--- config.mk ---
export PLATFORM = sky130hd
export DESIGN_NAME = weight_quantizer_flat
export DESIGN_NICKNAME = d
export VERILOG_FILES = /design/src/rtl/weight_quantizer_if.sv /design/src/rtl/weight_quantizer.sv /design/src/flat_wrapper.sv
export SDC_FILE = /design/constraint.sdc
export NUM_CORES = 1
export LEC_CHECK = 0
export CORE_UTILIZATION = 65
export CTS_BUF_LIST = sky130_fd_sc_hd__clkbuf_4
export DETAILED_ROUTE_END_ITERATION = 8
export HOLD_SLACK_MARGIN = 0.05
export PLACE_DENSITY = 0.83
export SYNTH_ARGS = -nofsm -noshare
export SYNTH_HDL_FRONTEND = slang
export SYNTH_SLANG_ARGS = --single-unit
--- constraint.sdc ---
create_clock -name clk_i -period 8.46 [get_ports clk_i]
set_input_delay 2.115 -clock clk_i [delete_from_list [all_inputs] [get_ports clk_i]]
set_output_delay 2.115 -clock clk_i [all_outputs]
set_load 0.01 [all_outputs]
--- src/rtl/weight_quantizer_if.sv ---
// Handshake/stream bundle for the weight quantizer.
// The master side drives start, the weight stream and downstream ready.
// The slave side (the quantizer) returns the int8 stream, the scale shift and status.
interface weight_quantizer_if;
   logic               start_i;
   logic               w_valid_i;
   logic signed [31:0] w_i;
   logic               q_ready_i;
   logic               q_valid_o;
   logic signed [7:0]  q_o;
   logic               q_last_o;
   logic [4:0]         shift_o;
   logic               busy_o;
   logic               done_o;

   modport master (
      output start_i, w_valid_i, w_i, q_ready_i,
      input  q_valid_o, q_o, q_last_o, shift_o, busy_o, done_o
   );

   modport slave (
      input  start_i, w_valid_i, w_i, q_ready_i,
      output q_valid_o, q_o, q_last_o, shift_o, busy_o, done_o
   );
endinterface

--- src/rtl/weight_quantizer.sv ---
// Streaming symmetric int8 quantizer.
// Buffers N Q16.16 weights and tracks their largest magnitude. It then picks a
// power-of-two shift k so the largest weight lands within +/-127, and streams
// out round-half-up, saturated int8 values with a valid/ready handshake.
module weight_quantizer #(
   parameter int N  = 8,
   parameter int CW = 3
) (
   input  logic              clk_i,
   input  logic              rstn_i,
   weight_quantizer_if.slave bus
);

   typedef enum logic [2:0] {S_IDLE, S_LOAD, S_CALC, S_EMIT, S_DONE} state_t;

   state_t             r_state;
   logic [CW-1:0]      r_wcnt;
   logic [CW-1:0]      r_rcnt;
   logic [31:0]        r_maxabs;
   logic signed [31:0] r_buf [N];
   logic [4:0]         r_shift;
   logic signed [7:0]  r_q;
   logic               r_qvld;
   logic               r_qlast;
   logic               r_busy;
   logic               r_done;

   logic               w_wacc;
   logic [31:0]        w_abs;
   logic               w_hs;
   logic [CW-1:0]      w_ridx;
   logic               w_load;
   logic signed [7:0]  w_qnext;

   // Magnitude as a 32-bit unsigned value; -2^31 maps to 2^31.
   function automatic logic [31:0] abs32(input logic signed [31:0] v);
      logic [31:0] u;
      u = v;
      return u[31] ? (~u + 32'd1) : u;
   endfunction

   // Shift that brings the MSB of the largest magnitude down to bit 6.
   function automatic logic [4:0] shift_for(input logic [31:0] m);
      logic [4:0] p;
      p = 5'd0;
      for (int i = 0; i < 32; i++) begin
         if (m[i]) p = 5'(i);
      end
      return (p > 5'd6) ? (p - 5'd6) : 5'd0;
   endfunction

   // Round half toward +inf, arithmetic shift, clamp to the symmetric int8 range.
   // The 33-bit sum keeps w + 2^(k-1) from wrapping.
   function automatic logic signed [7:0] quant(input logic signed [31:0] w,
                                               input logic [4:0]         k);
      logic signed [32:0] rnd;
      logic signed [32:0] sum;
      logic signed [32:0] sh;
      rnd = (k == 5'd0) ? 33'sd0 : (33'sd1 <<< (k - 5'd1));
      sum = {w[31], w} + rnd;
      sh  = sum >>> k;
      if (sh > 33'sd127)       return 8'sd127;
      else if (sh < -33'sd127) return -8'sd127;
      else                     return sh[7:0];
   endfunction

   assign w_wacc  = (r_state == S_LOAD) && bus.w_valid_i;
   assign w_abs   = abs32(bus.w_i);
   assign w_hs    = r_qvld && bus.q_ready_i;
   // Next buffer slot to present: the current one if nothing is shown yet,
   // otherwise the one after the slot being handed off.
   assign w_ridx  = r_qvld ? (r_rcnt + 1'b1) : r_rcnt;
   assign w_load  = (r_state == S_EMIT) && (!r_qvld || (w_hs && !r_qlast));
   assign w_qnext = quant(r_buf[w_ridx], r_shift);

   // Sample storage; contents are don't-care after reset, so no reset here.
   always_ff @(posedge clk_i) begin
      if (w_wacc) r_buf[r_wcnt] <= bus.w_i;
   end

   // Control FSM with registered outputs.
   always_ff @(posedge clk_i or negedge rstn_i) begin
      if (!rstn_i) begin
         r_state  <= S_IDLE;
         r_wcnt   <= '0;
         r_rcnt   <= '0;
         r_maxabs <= '0;
         r_shift  <= '0;
         r_q      <= '0;
         r_qvld   <= 1'b0;
         r_qlast  <= 1'b0;
         r_busy   <= 1'b0;
         r_done   <= 1'b0;
      end else begin
         r_done <= 1'b0;
         case (r_state)
            S_IDLE: begin
               if (bus.start_i) begin
                  r_state  <= S_LOAD;
                  r_wcnt   <= '0;
                  r_rcnt   <= '0;
                  r_maxabs <= '0;
                  r_busy   <= 1'b1;
               end
            end
            S_LOAD: begin
               if (bus.w_valid_i) begin
                  r_wcnt <= r_wcnt + 1'b1;
                  if (w_abs > r_maxabs) r_maxabs <= w_abs;
                  if (r_wcnt == CW'(N - 1)) r_state <= S_CALC;
               end
            end
            S_CALC: begin
               r_shift <= shift_for(r_maxabs);
               r_state <= S_EMIT;
            end
            S_EMIT: begin
               if (w_hs) begin
                  if (r_qlast) begin
                     r_qvld  <= 1'b0;
                     r_qlast <= 1'b0;
                     r_done  <= 1'b1;
                     r_state <= S_DONE;
                  end else begin
                     r_rcnt <= r_rcnt + 1'b1;
                  end
               end
               if (w_load) begin
                  r_q     <= w_qnext;
                  r_qvld  <= 1'b1;
                  r_qlast <= (w_ridx == CW'(N - 1));
               end
            end
            S_DONE: begin
               r_busy  <= 1'b0;
               r_state <= S_IDLE;
            end
            default: r_state <= S_IDLE;
         endcase
      end
   end

   assign bus.q_valid_o = r_qvld;
   assign bus.q_o       = r_q;
   assign bus.q_last_o  = r_qlast;
   assign bus.shift_o   = r_shift;
   assign bus.busy_o    = r_busy;
   assign bus.done_o    = r_done;

endmodule
--- src/flat_wrapper.sv ---
// flat-port wrapper written by rule: the top's interface ports become plain ports
module weight_quantizer_flat 
#(
   parameter int N  = 8,
   parameter int CW = 3
)
  (clk_i, rstn_i, bus_start_i, bus_w_valid_i, bus_w_i, bus_q_ready_i, bus_q_valid_o, bus_q_o, bus_q_last_o, bus_shift_o, bus_busy_o, bus_done_o);
  weight_quantizer_if bus_i ();
  input  logic clk_i;
  input  logic rstn_i;
  input wire logic [$bits(bus_i.start_i)-1:0] bus_start_i;
  input wire logic [$bits(bus_i.w_valid_i)-1:0] bus_w_valid_i;
  input wire logic [$bits(bus_i.w_i)-1:0] bus_w_i;
  input wire logic [$bits(bus_i.q_ready_i)-1:0] bus_q_ready_i;
  output wire logic [$bits(bus_i.q_valid_o)-1:0] bus_q_valid_o;
  output wire logic [$bits(bus_i.q_o)-1:0] bus_q_o;
  output wire logic [$bits(bus_i.q_last_o)-1:0] bus_q_last_o;
  output wire logic [$bits(bus_i.shift_o)-1:0] bus_shift_o;
  output wire logic [$bits(bus_i.busy_o)-1:0] bus_busy_o;
  output wire logic [$bits(bus_i.done_o)-1:0] bus_done_o;
  assign bus_i.start_i = bus_start_i;
  assign bus_i.w_valid_i = bus_w_valid_i;
  assign bus_i.w_i = bus_w_i;
  assign bus_i.q_ready_i = bus_q_ready_i;
  assign bus_q_valid_o = bus_i.q_valid_o;
  assign bus_q_o = bus_i.q_o;
  assign bus_q_last_o = bus_i.q_last_o;
  assign bus_shift_o = bus_i.shift_o;
  assign bus_busy_o = bus_i.busy_o;
  assign bus_done_o = bus_i.done_o;
  weight_quantizer #(.N(N), .CW(CW)) u_core (.clk_i(clk_i), .rstn_i(rstn_i), .bus(bus_i));
endmodule
==> flow_results.xml, run 1 <==
<?xml version="1.0" encoding="UTF-8"?>
<metrics>
  <group name="pwr">
    <metric name="power.ir.vdd_worst" unit="mV">0.2973</metric>
    <metric name="p_leak" unit="nW">7.983</metric>
    <metric name="power_density" unit="mW/mm^2">402.6</metric>
    <metric name="power.total" unit="mW">8.632</metric>
  </group>
  <group name="drt">
    <metric name="drt-vias-per-instance" unit="">7.096</metric>
    <metric name="firstDrtPassIters" unit="">7</metric>
    <metric name="routed-via-count" unit="">15800</metric>
    <metric name="routed_wire_length" unit="mm">59.55</metric>
    <metric name="avgRoutedWirePerCell" unit="um">26.75</metric>
    <metric name="drt_drc_violations_left" unit="">0</metric>
    <metric name="postRouteAntennaNets" unit="">0</metric>
    <metric name="detailedRoute.firstIterationViolations" unit="">1957</metric>
  </group>
  <group name="synthesis">
    <metric name="async_reset_ff_share" unit="%">18.47</metric>
    <metric name="synthFlopType" unit="">sky130_fd_sc_hd__edfxtp_1</metric>
    <metric name="synth_simple_gate_area_share" unit="%">13.36</metric>
    <metric name="combinational_family_with_the_most_area_after_synthesis" unit="">compound AO/OA/AOI/OAI gates</metric>
    <metric name="yosysSeqAreaShare" unit="%">47.38</metric>
    <metric name="synth-xor-area-share" unit="%">2.407</metric>
    <metric name="number_of_synthesized_flops_with_an_enable_pin" unit="">256</metric>
    <metric name="synth-seq-cells" unit="">314</metric>
    <metric name="synth_cell_types" unit="">100</metric>
    <metric name="synth_fp_nets" unit="">1804</metric>
    <metric name="synth_compound_area_share" unit="%">15.38</metric>
    <metric name="avgSynthCellArea" unit="um^2">11.37</metric>
    <metric name="yosys.area_share.adder" unit="%">4.580</metric>
    <metric name="synth_warnings" unit="">0</metric>
    <metric name="synthCells" unit="">1697</metric>
    <metric name="muxShareOfSynthArea" unit="%">13.81</metric>
    <metric name="syn-cell-area" unit="mm^2">0.01929</metric>
  </group>
  <group name="floorplan">
    <metric name="dieArea" unit="mm^2">0.03037</metric>
    <metric name="placeableCoreArea" unit="mm^2">0.02894</metric>
    <metric name="die_h" unit="um">174.3</metric>
    <metric name="initial_utilization" unit="%">66.66</metric>
    <metric name="placement_rows" unit="">62</metric>
    <metric name="die_width" unit="um">174.3</metric>
    <metric name="pin_count" unit="">54</metric>
  </group>
  <group name="setup_path">
    <metric name="timing_worst_setup_path_type" unit="">reg2reg</metric>
    <metric name="critical_path.max_fanout" unit="">18</metric>
    <metric name="critPathRequiredTime" unit="ns">9.02</metric>
    <metric name="r2r.worst_path.cells" unit="">20</metric>
    <metric name="critPathCaptureType" unit="">flop</metric>
    <metric name="worstSetupStartpointType" unit="">flop</metric>
    <metric name="worst-r2r-setup-slack" unit="ns">1.07</metric>
    <metric name="rr_startpoint" unit="">u_core.r_rcnt[0]$_DFFE_PN0P_</metric>
    <metric name="critPathArrivalTime" unit="ns">7.95</metric>
    <metric name="worst_r2r_endpoint" unit="">u_core.bus.q_o[2]$_DFFE_PN0P_</metric>
  </group>
  <group name="clock_network">
    <metric name="holdBufCountCts" unit="">0</metric>
    <metric name="tritoncts" unit="">yes</metric>
    <metric name="post-cts-setup-buffer-count" unit="">0</metric>
    <metric name="clk_latency" unit="ns">0.69</metric>
    <metric name="clock_sinks" unit="">314</metric>
    <metric name="clock_tree.buffer_depth" unit="">3</metric>
    <metric name="cts-resized-gates" unit="">0</metric>
    <metric name="cts-htree-levels" unit="">3</metric>
    <metric name="cts_buffers" unit="">76</metric>
    <metric name="cts-root-buf" unit="">sky130_fd_sc_hd__clkbuf_4</metric>
    <metric name="clkSlewWorstSetupHoldPaths" unit="ns">0.08</metric>
  </group>
  <group name="min_path">
    <metric name="worst_hold_launch" unit="">u_core.bus.q_o[7]$_DFFE_PN0P_</metric>
    <metric name="whs_endpoint" unit="">u_core.bus.q_o[7]$_DFFE_PN0P_</metric>
    <metric name="hold_depth" unit="">2</metric>
    <metric name="hold_path.class" unit="">reg2reg</metric>
  </group>
  <group name="finish">
    <metric name="drive_gt1_share" unit="%">18.36</metric>
    <metric name="areaGrowthSynthToFinish" unit="%">11.16</metric>
    <metric name="fillCellCount" unit="">1874</metric>
    <metric name="multiInputGateArea" unit="mm^2">0.009667</metric>
    <metric name="seq_area" unit="mm^2">0.009139</metric>
    <metric name="finalNetCount" unit="">1887</metric>
  </group>
  <group name="outcome">
    <metric name="run_status" unit="">complete, no violations</metric>
  </group>
  <group name="grt">
    <metric name="grt_start_max_net_pins" unit="">66</metric>
    <metric name="number_of_global_route_vias_before_repair" unit="">15800</metric>
    <metric name="grt.total_usage" unit="%">39.84</metric>
    <metric name="grt_antenna_before_repair" unit="">3</metric>
    <metric name="global_route_wire_length_before_repair" unit="mm">91.12</metric>
    <metric name="grt.overflow.total" unit="">0</metric>
  </group>
  <group name="sta">
    <metric name="finalSetupTns" unit="ns">0</metric>
    <metric name="clock_skew" unit="ns">0.08525</metric>
    <metric name="rsz0062_at_grt" unit="">no</metric>
    <metric name="timing_max_transition_violations_final" unit="">0</metric>
    <metric name="period_minus_slack" unit="ns">7.391</metric>
    <metric name="final_hold_violation_count" unit="">0</metric>
    <metric name="setup_viol" unit="">0</metric>
    <metric name="max_freq" unit="MHz">135.3</metric>
    <metric name="period_share" unit="%">87.36</metric>
    <metric name="slew_headroom" unit="%">28.43</metric>
    <metric name="slew_at_the_pin_with_the_worst_max_slew_slack" unit="ns">1.074</metric>
  </group>
  <group name="placed_design">
    <metric name="gpl.final_weighted_congestion" unit="">1.021</metric>
    <metric name="buffer_ports.inserted" unit="">53</metric>
    <metric name="dp_hpwl" unit="mm">40.54</metric>
  </group>
  <group name="job">
    <metric name="count_of_max_cap_constraint_violations" unit="">0</metric>
  </group>
</metrics>
==> where the power goes <==
part / switching, mW / internal (mW) / leakage (nW)
clock network: 0.623 / 0.681 / 0.599
logic: 3.20 / 1.96 / 4.37
registers: 0.181 / 1.98 / 3.02
==> cell type report <==
type                       instances  area share [%]
clock inverter                    19          0.5836
inverter                          58           1.015
sequential                       314           42.62
multi-input combinational       1236           45.09
timing repair buffer              94           4.237
clock buffer                     120           4.202
antenna                            1         0.01167
tap                              384           2.241
==> placed cells by master (no fill, tap or decap), types with 14 or more instances in the layout <==
master / netlist / final
sky130_fd_sc_hd__a211oi_1: 21 / 21
sky130_fd_sc_hd__o21a_1: 18 / 18
sky130_fd_sc_hd__mux2i_1: 60 / 59
sky130_fd_sc_hd__buf_4: 3 / 35
sky130_fd_sc_hd__xor2_1: 15 / 14
sky130_fd_sc_hd__clkbuf_4: 0 / 120
sky130_fd_sc_hd__a21o_1: 19 / 19
sky130_fd_sc_hd__a21oi_1: 85 / 85
sky130_fd_sc_hd__nand2_1: 124 / 124
sky130_fd_sc_hd__ha_1: 69 / 69
sky130_fd_sc_hd__inv_1: 54 / 54
sky130_fd_sc_hd__nand3_1: 45 / 45
sky130_fd_sc_hd__o22ai_1: 15 / 15
sky130_fd_sc_hd__a31oi_1: 17 / 16
sky130_fd_sc_hd__o211ai_1: 24 / 24
sky130_fd_sc_hd__nor2_1: 144 / 138
sky130_fd_sc_hd__nand4_1: 33 / 33
sky130_fd_sc_hd__nand2b_1: 43 / 43
sky130_fd_sc_hd__nor4_1: 20 / 20
sky130_fd_sc_hd__mux4_2: 70 / 70
sky130_fd_sc_hd__clkdlybuf4s50_1: 0 / 52
sky130_fd_sc_hd__xnor2_1: 33 / 32
sky130_fd_sc_hd__edfxtp_1: 256 / 256
sky130_fd_sc_hd__o31ai_1: 14 / 14
sky130_fd_sc_hd__mux2_2: 42 / 42
sky130_fd_sc_hd__dfrtp_1: 58 / 58
sky130_fd_sc_hd__o21ai_0: 57 / 57
sky130_fd_sc_hd__nor3_1: 49 / 47
==> metrics by stage <==
step                std cells  area (um^2)  hold slack, ns  utilization [%]  worst slack, ns
floorplan                1697        19290          0.4740                -            2.188
global placement         2086        20410          0.4665            70.54            1.294
detailed placement       2086        20410          0.4854            70.54            1.101
CTS                      2225        21440          0.4993            74.09            1.245
global route             2226        21440          0.5233            74.10           0.7247
finish                   2226        21440          0.4897            74.10            1.069
==> kinds of logic (layout without fill, tap and decap cells) <==
| group | after synthesis | in the layout |
|---|---|---|
| simple gates | 526 | 526 |
| compound gates | 416 | 416 |
| flops | 314 | 314 |
| mux | 173 | 173 |
| buf+inv | 147 | 291 |
| fa+ha+maj | 70 | 70 |
| xor+xnor | 50 | 50 |
| other cells | 1 | 2 |
==> flip-flops by register name, indices dropped and copies added, names as in the netlist <==
signal / flops
u_core.r_buf: 256
u_core.r_maxabs: 32
u_core.bus.q_o: 8
u_core.bus.shift_o: 5
u_core.r_rcnt: 3
u_core.r_state: 3
u_core.r_wcnt: 3
u_core.bus.busy_o: 1
u_core.bus.done_o: 1
u_core.bus.q_last_o: 1
u_core.bus.q_valid_o: 1
==> routing by layer <==
| metal | global-route usage (%) | routed length, um |
|---|---|---|
| met1 | 48.80 | 21580 |
| met2 | 66.25 | 28880 |
| met3 | 7.152 | 5516 |
| met4 | 23.61 | 3541 |
| met5 | 0 | 28 |
==> critical path, cell delays in order (launching register included) <==
cell                        delay [ns]
sky130_fd_sc_hd__dfrtp_1          0.58
sky130_fd_sc_hd__ha_1             0.32
sky130_fd_sc_hd__nand2_1          0.16
sky130_fd_sc_hd__xor2_4           0.82
sky130_fd_sc_hd__buf_4            0.33
sky130_fd_sc_hd__buf_4            0.17
sky130_fd_sc_hd__mux2_2           0.41
sky130_fd_sc_hd__ha_1             0.43
sky130_fd_sc_hd__a2111oi_0        0.40
sky130_fd_sc_hd__o21ai_0          0.17
sky130_fd_sc_hd__o22a_1           0.25
sky130_fd_sc_hd__or2_2            0.29
sky130_fd_sc_hd__o221ai_1         0.48
sky130_fd_sc_hd__a21oi_1          0.13
sky130_fd_sc_hd__a2111oi_0        0.74
sky130_fd_sc_hd__a31o_1           0.23
sky130_fd_sc_hd__mux2_2           0.20
sky130_fd_sc_hd__a41oi_1          0.16
sky130_fd_sc_hd__nor4_4           0.44
sky130_fd_sc_hd__a21oi_1          0.17
sky130_fd_sc_hd__o32ai_1          0.36
==> synthesized netlist by cell type (12+ instances only) <==
cell type | n | share of area, %
sky130_fd_sc_hd__a31oi_1 | 17 | 0.55
sky130_fd_sc_hd__o21a_1 | 18 | 0.70
sky130_fd_sc_hd__nor3_1 | 49 | 1.3
sky130_fd_sc_hd__a21o_1 | 19 | 0.74
sky130_fd_sc_hd__xor2_1 | 15 | 0.68
sky130_fd_sc_hd__nand2b_1 | 43 | 1.4
sky130_fd_sc_hd__dfrtp_1 | 58 | 7.5
sky130_fd_sc_hd__o211ai_1 | 24 | 0.93
sky130_fd_sc_hd__mux2_2 | 42 | 2.5
sky130_fd_sc_hd__mux2i_1 | 60 | 3.1
sky130_fd_sc_hd__buf_2 | 17 | 0.44
sky130_fd_sc_hd__nand4_1 | 33 | 1.1
sky130_fd_sc_hd__a211oi_1 | 21 | 0.82
sky130_fd_sc_hd__o21ai_0 | 57 | 1.5
sky130_fd_sc_hd__nor2_1 | 144 | 2.8
sky130_fd_sc_hd__nor4_1 | 20 | 0.65
sky130_fd_sc_hd__nand3_1 | 45 | 1.2
sky130_fd_sc_hd__edfxtp_1 | 256 | 40
sky130_fd_sc_hd__clkbuf_1 | 60 | 1.2
sky130_fd_sc_hd__xnor2_1 | 33 | 1.5
sky130_fd_sc_hd__o31ai_1 | 14 | 0.54
sky130_fd_sc_hd__ha_1 | 69 | 4.5
sky130_fd_sc_hd__o22ai_1 | 15 | 0.49
sky130_fd_sc_hd__a21oi_1 | 85 | 2.2
sky130_fd_sc_hd__nand2_1 | 124 | 2.4
sky130_fd_sc_hd__inv_1 | 54 | 1.1
sky130_fd_sc_hd__a22oi_1 | 12 | 0.47
sky130_fd_sc_hd__mux4_2 | 70 | 8.2
==> worst max path at each step <==
stage | start | to | slack, ns | cells past startpoint
6_report | u_core.r_rcnt[0]$_DFFE_PN0P_ | u_core.bus.q_o[2]$_DFFE_PN0P_ | 1.07 | 20
5_1_grt | u_core.r_rcnt[0]$_DFFE_PN0P_ | u_core.bus.q_o[2]$_DFFE_PN0P_ | 0.72 | 20
4_1_cts | u_core.r_rcnt[0]$_DFFE_PN0P_ | u_core.bus.q_o[2]$_DFFE_PN0P_ | 1.24 | 20
3_5_place_dp | bus_w_i[6] | u_core.r_maxabs[8]$_DFFE_PN0P_ | 1.10 | 23
3_3_place_gp | bus_w_i[6] | u_core.r_maxabs[0]$_DFFE_PN0P_ | 1.29 | 22
2_1_floorplan | u_core.bus.q_valid_o$_DFFE_PN0P_ | u_core.bus.q_o[0]$_DFFE_PN0P_ | 2.19 | 22
Power figures use the tool's default switching activity.
==> inputs of run 2 (changes only) <==
Settings changed: CORE_UTILIZATION 65 to 58, CTS_CLUSTER_DIAMETER from default to 40, MAX_ROUTING_LAYER from default to met4, PLACE_DENSITY 0.83 to 0.79.
Clock period 8.46 ns to 6.1 ns, I/O delays scaled along.
==> run 2 against run 1 <==
Effect of this change:
- the flow now finishes with violations (max-capacitance violations, negative setup slack)
- first-iteration DRC count rose by 17%
- sequential share of layout area fell by 5.5 points
- via count rose by 11%
- largest cell class unchanged
- die area rose by 12%
- power rose by 71%
- sequential power rose by 39%
- largest power group unchanged
- critical path depth rose by 5
- final cell count rose by 16%
==> flow_results.xml, run 2 (same netlist as run 1, synthesis figures left out) <==
<?xml version="1.0" encoding="UTF-8"?>
<metrics>
  <group name="outcome">
    <metric name="run_status" unit="">complete, but fails checks</metric>
    <metric name="violations" unit="">max-capacitance violations, negative setup slack</metric>
  </group>
  <group name="sta">
    <metric name="period_share" unit="%">100.5</metric>
    <metric name="slew_headroom" unit="%">0.8936</metric>
    <metric name="max_freq" unit="MHz">163.1</metric>
    <metric name="setup_viol" unit="">6</metric>
    <metric name="rsz0062_at_grt" unit="">yes</metric>
    <metric name="clock_skew" unit="ns">0.05498</metric>
    <metric name="timing_max_transition_violations_final" unit="">0</metric>
    <metric name="final_hold_violation_count" unit="">0</metric>
    <metric name="layout_setup_ws" unit="ns">-0.03014</metric>
    <metric name="period_minus_slack" unit="ns">6.130</metric>
    <metric name="slew_at_the_pin_with_the_worst_max_slew_slack" unit="ns">1.483</metric>
    <metric name="finalSetupTns" unit="ns">-0.08022</metric>
  </group>
  <group name="finish">
    <metric name="multiInputGateArea" unit="mm^2">0.01045</metric>
    <metric name="largest_register_ffs" unit="">256</metric>
    <metric name="finalNetCount" unit="">2174</metric>
    <metric name="fillCellCount" unit="">2091</metric>
    <metric name="largest_register_by_flop_count" unit="">u_core.r_buf</metric>
    <metric name="layout_common_cells" unit="">sky130_fd_sc_hd__buf_4 (303), sky130_fd_sc_hd__edfxtp_1 (256), sky130_fd_sc_hd__nor2_1 (133)</metric>
    <metric name="seq_area" unit="mm^2">0.009141</metric>
    <metric name="final_core_util" unit="%">75.53</metric>
    <metric name="final_area" unit="mm^2">0.02464</metric>
    <metric name="commonest_non_fill_non_tap_cell_in_the_layout" unit="">sky130_fd_sc_hd__buf_4</metric>
    <metric name="drive_gt1_share" unit="%">33.51</metric>
    <metric name="areaGrowthSynthToFinish" unit="%">27.72</metric>
  </group>
  <group name="grt">
    <metric name="grt_start_max_net_pins" unit="">59</metric>
    <metric name="number_of_global_route_vias_before_repair" unit="">16810</metric>
    <metric name="grt_antenna_before_repair" unit="">1</metric>
    <metric name="grt.total_usage" unit="%">38.69</metric>
    <metric name="global_route_wire_length_before_repair" unit="mm">94.95</metric>
    <metric name="grt.overflow.total" unit="">0</metric>
  </group>
  <group name="drt">
    <metric name="detailedRoute.firstIterationViolations" unit="">2282</metric>
    <metric name="drt-vias-per-instance" unit="">6.824</metric>
    <metric name="avgRoutedWirePerCell" unit="um">26.54</metric>
    <metric name="routed_wire_length" unit="mm">68.31</metric>
    <metric name="postRouteAntennaNets" unit="">0</metric>
    <metric name="drt_drc_violations_left" unit="">0</metric>
    <metric name="firstDrtPassIters" unit="">6</metric>
    <metric name="routed-via-count" unit="">17570</metric>
  </group>
  <group name="min_path">
    <metric name="hold_path.class" unit="">reg2reg</metric>
    <metric name="hold_depth" unit="">2</metric>
  </group>
  <group name="setup_path">
    <metric name="critPathArrivalTime" unit="ns">6.74</metric>
    <metric name="critPathCaptureType" unit="">flop</metric>
    <metric name="worstSetupStartpointType" unit="">flop</metric>
    <metric name="r2r.worst_path.cells" unit="">25</metric>
    <metric name="critical_path_cell_count" unit="">25</metric>
    <metric name="setup.worst_path.start" unit="">u_core.r_rcnt[0]$_DFFE_PN0P_</metric>
    <metric name="worst_r2r_endpoint" unit="">u_core.bus.q_o[4]$_DFFE_PN0P_</metric>
    <metric name="critical_path.max_fanout" unit="">7</metric>
    <metric name="path_delay_family" unit="">multiplexers</metric>
    <metric name="worst-r2r-setup-slack" unit="ns">-0.03</metric>
    <metric name="timing_worst_setup_path_type" unit="">reg2reg</metric>
    <metric name="endpoint" unit="">u_core.bus.q_o[4]$_DFFE_PN0P_</metric>
    <metric name="critPathRequiredTime" unit="ns">6.71</metric>
    <metric name="highest_cell_delay_on_the_worst_timing_path" unit="ns">0.54</metric>
    <metric name="slowest_stage" unit="">sky130_fd_sc_hd__mux4_2</metric>
    <metric name="number_of_buffer_and_inverter_instances_along_the_worst_setup_path" unit="">8</metric>
    <metric name="crit_top_cell" unit="">sky130_fd_sc_hd__buf_4</metric>
    <metric name="rr_startpoint" unit="">u_core.r_rcnt[0]$_DFFE_PN0P_</metric>
  </group>
  <group name="job">
    <metric name="count_of_max_cap_constraint_violations" unit="">1</metric>
  </group>
  <group name="clock_network">
    <metric name="clock_sinks" unit="">314</metric>
    <metric name="holdBufCountCts" unit="">0</metric>
    <metric name="tritoncts" unit="">yes</metric>
    <metric name="cts_buffers" unit="">78</metric>
    <metric name="cts-htree-levels" unit="">3</metric>
    <metric name="clock_tree.buffer_depth" unit="">3</metric>
    <metric name="clkSlewWorstSetupHoldPaths" unit="ns">0.07</metric>
    <metric name="cts-root-buf" unit="">sky130_fd_sc_hd__clkbuf_4</metric>
    <metric name="clk_latency" unit="ns">0.75</metric>
  </group>
  <group name="pwr">
    <metric name="intPower" unit="mW">8.205</metric>
    <metric name="power.sequential.fraction" unit="%">20.4</metric>
    <metric name="p_sw" unit="mW">6.576</metric>
    <metric name="share_comb_of_total_power" unit="%">66.9</metric>
    <metric name="power.share.switching" unit="%">44.49</metric>
    <metric name="power.clock.fraction" unit="%">12.7</metric>
    <metric name="power_density" unit="mW/mm^2">600.0</metric>
    <metric name="p_leak" unit="nW">9.565</metric>
    <metric name="power.ir.vdd_worst" unit="mV">0.4080</metric>
  </group>
  <group name="floorplan">
    <metric name="placeableCoreArea" unit="mm^2">0.03262</metric>
    <metric name="placement_rows" unit="">66</metric>
    <metric name="die_h" unit="um">184.4</metric>
    <metric name="dieArea" unit="mm^2">0.03399</metric>
    <metric name="die_width" unit="um">184.4</metric>
    <metric name="pin_count" unit="">54</metric>
    <metric name="initial_utilization" unit="%">59.13</metric>
  </group>
  <group name="placed_design">
    <metric name="dp_hpwl" unit="mm">44.52</metric>
    <metric name="gpl.final_weighted_congestion" unit="">1.027</metric>
    <metric name="placement.cell_area" unit="mm^2">0.02234</metric>
    <metric name="buffer_ports.inserted" unit="">53</metric>
    <metric name="detailedPlace.worstSlack" unit="ns">-0.3039</metric>
  </group>
</metrics>
## run 2: cell count changes in the layout (fill, tap and decap cells not counted), moves of 10 or more
cell,previous run,this run
sky130_fd_sc_hd__ha_4,0,12
sky130_fd_sc_hd__ha_1,69,55
sky130_fd_sc_hd__buf_4,35,303
sky130_fd_sc_hd__a21oi_2,8,18
sky130_fd_sc_hd__a21oi_1,85,72
## run 2: power groups by stage
stage / clock [mW] / sequential, mW / combinational [mW]
final: 1.88 / 3.01 / 9.89
after floorplan: 0 / 2.94 / 4.97
after global routing: 1.98 / 3.03 / 10.4
after global placement: 0 / 2.98 / 8.19
after detailed placement: 0 / 3.02 / 8.31
after CTS: 1.86 / 2.98 / 8.39
## run 2: repair_timing
action,CTS,global route
buffers inserted,1,36
setup endpoints to repair,7,7
gates resized for setup,4,156
cloned,0,4
pin swaps,1,39
## run 2: worst reg2reg max path, stage by stage (launching register included)
cell and delay [ns]:
sky130_fd_sc_hd__dfrtp_2 0.46, sky130_fd_sc_hd__xnor2_4 0.39, sky130_fd_sc_hd__buf_12 0.22, sky130_fd_sc_hd__buf_12 0.14, sky130_fd_sc_hd__buf_12 0.10, sky130_fd_sc_hd__buf_4 0.10
sky130_fd_sc_hd__mux4_2 0.49, sky130_fd_sc_hd__mux2_2 0.35, sky130_fd_sc_hd__ha_4 0.30, sky130_fd_sc_hd__nand2_2 0.10, sky130_fd_sc_hd__a211oi_2 0.24, sky130_fd_sc_hd__buf_4 0.18
sky130_fd_sc_hd__a21o_1 0.19, sky130_fd_sc_hd__a21oi_1 0.09, sky130_fd_sc_hd__buf_4 0.16, sky130_fd_sc_hd__buf_4 0.13, sky130_fd_sc_hd__xnor2_1 0.19, sky130_fd_sc_hd__mux2i_2 0.27
sky130_fd_sc_hd__a21oi_2 0.12, sky130_fd_sc_hd__mux2_2 0.31, sky130_fd_sc_hd__mux4_2 0.54, sky130_fd_sc_hd__a2111oi_4 0.29, sky130_fd_sc_hd__nand4_1 0.19, sky130_fd_sc_hd__a211oi_4 0.20
sky130_fd_sc_hd__buf_6 0.16, sky130_fd_sc_hd__o211ai_1 0.09
## run 2: how the worst min path moves through the flow
stage | startpoint | to | slack, ns
3_3_place_gp | u_core.bus.q_o[7]$_DFFE_PN0P_ | u_core.bus.q_o[7]$_DFFE_PN0P_ | 0.46
2_1_floorplan | u_core.r_rcnt[1]$_DFFE_PN0P_ | u_core.r_rcnt[1]$_DFFE_PN0P_ | 0.47
3_5_place_dp | u_core.bus.q_o[7]$_DFFE_PN0P_ | u_core.bus.q_o[7]$_DFFE_PN0P_ | 0.48
5_1_grt | u_core.bus.q_o[7]$_DFFE_PN0P_ | u_core.bus.q_o[7]$_DFFE_PN0P_ | 0.54
4_1_cts | u_core.bus.q_o[7]$_DFFE_PN0P_ | u_core.bus.q_o[7]$_DFFE_PN0P_ | 0.49
6_report | u_core.bus.q_o[7]$_DFFE_PN0P_ | u_core.bus.q_o[7]$_DFFE_PN0P_ | 0.51
## run 2: layout make-up
class / count / area share (%)
Antenna cell: 1 / 0.01016
Clock inverter: 27 / 0.6399
Timing Repair Buffer: 379 / 13.14
Clock buffer: 117 / 3.565
Tap cell: 442 / 2.245
Inverter: 58 / 0.8837
Multi-Input combinational cell: 1236 / 42.41
Sequential cell: 314 / 37.11
## run 2: routing by layer
metal,track usage [%],up-vias,part of all wire (%)
met5,-,-,0
met4,20.27,0,6.3
met3,6.758,330,10
met2,63.55,1322,49
met1,45.66,8482,35
li1,-,7431,-
## run 2: per-stage QoR
step	cells	power [mW]	hold slack, ns
after floorplan	1697	7.904	0.4740
after global placement	2388	11.17	0.4608
after detailed placement	2388	11.32	0.4779
after CTS	2533	13.24	0.4935
after global routing	2574	15.39	0.5443
final	2574	14.78	0.5054
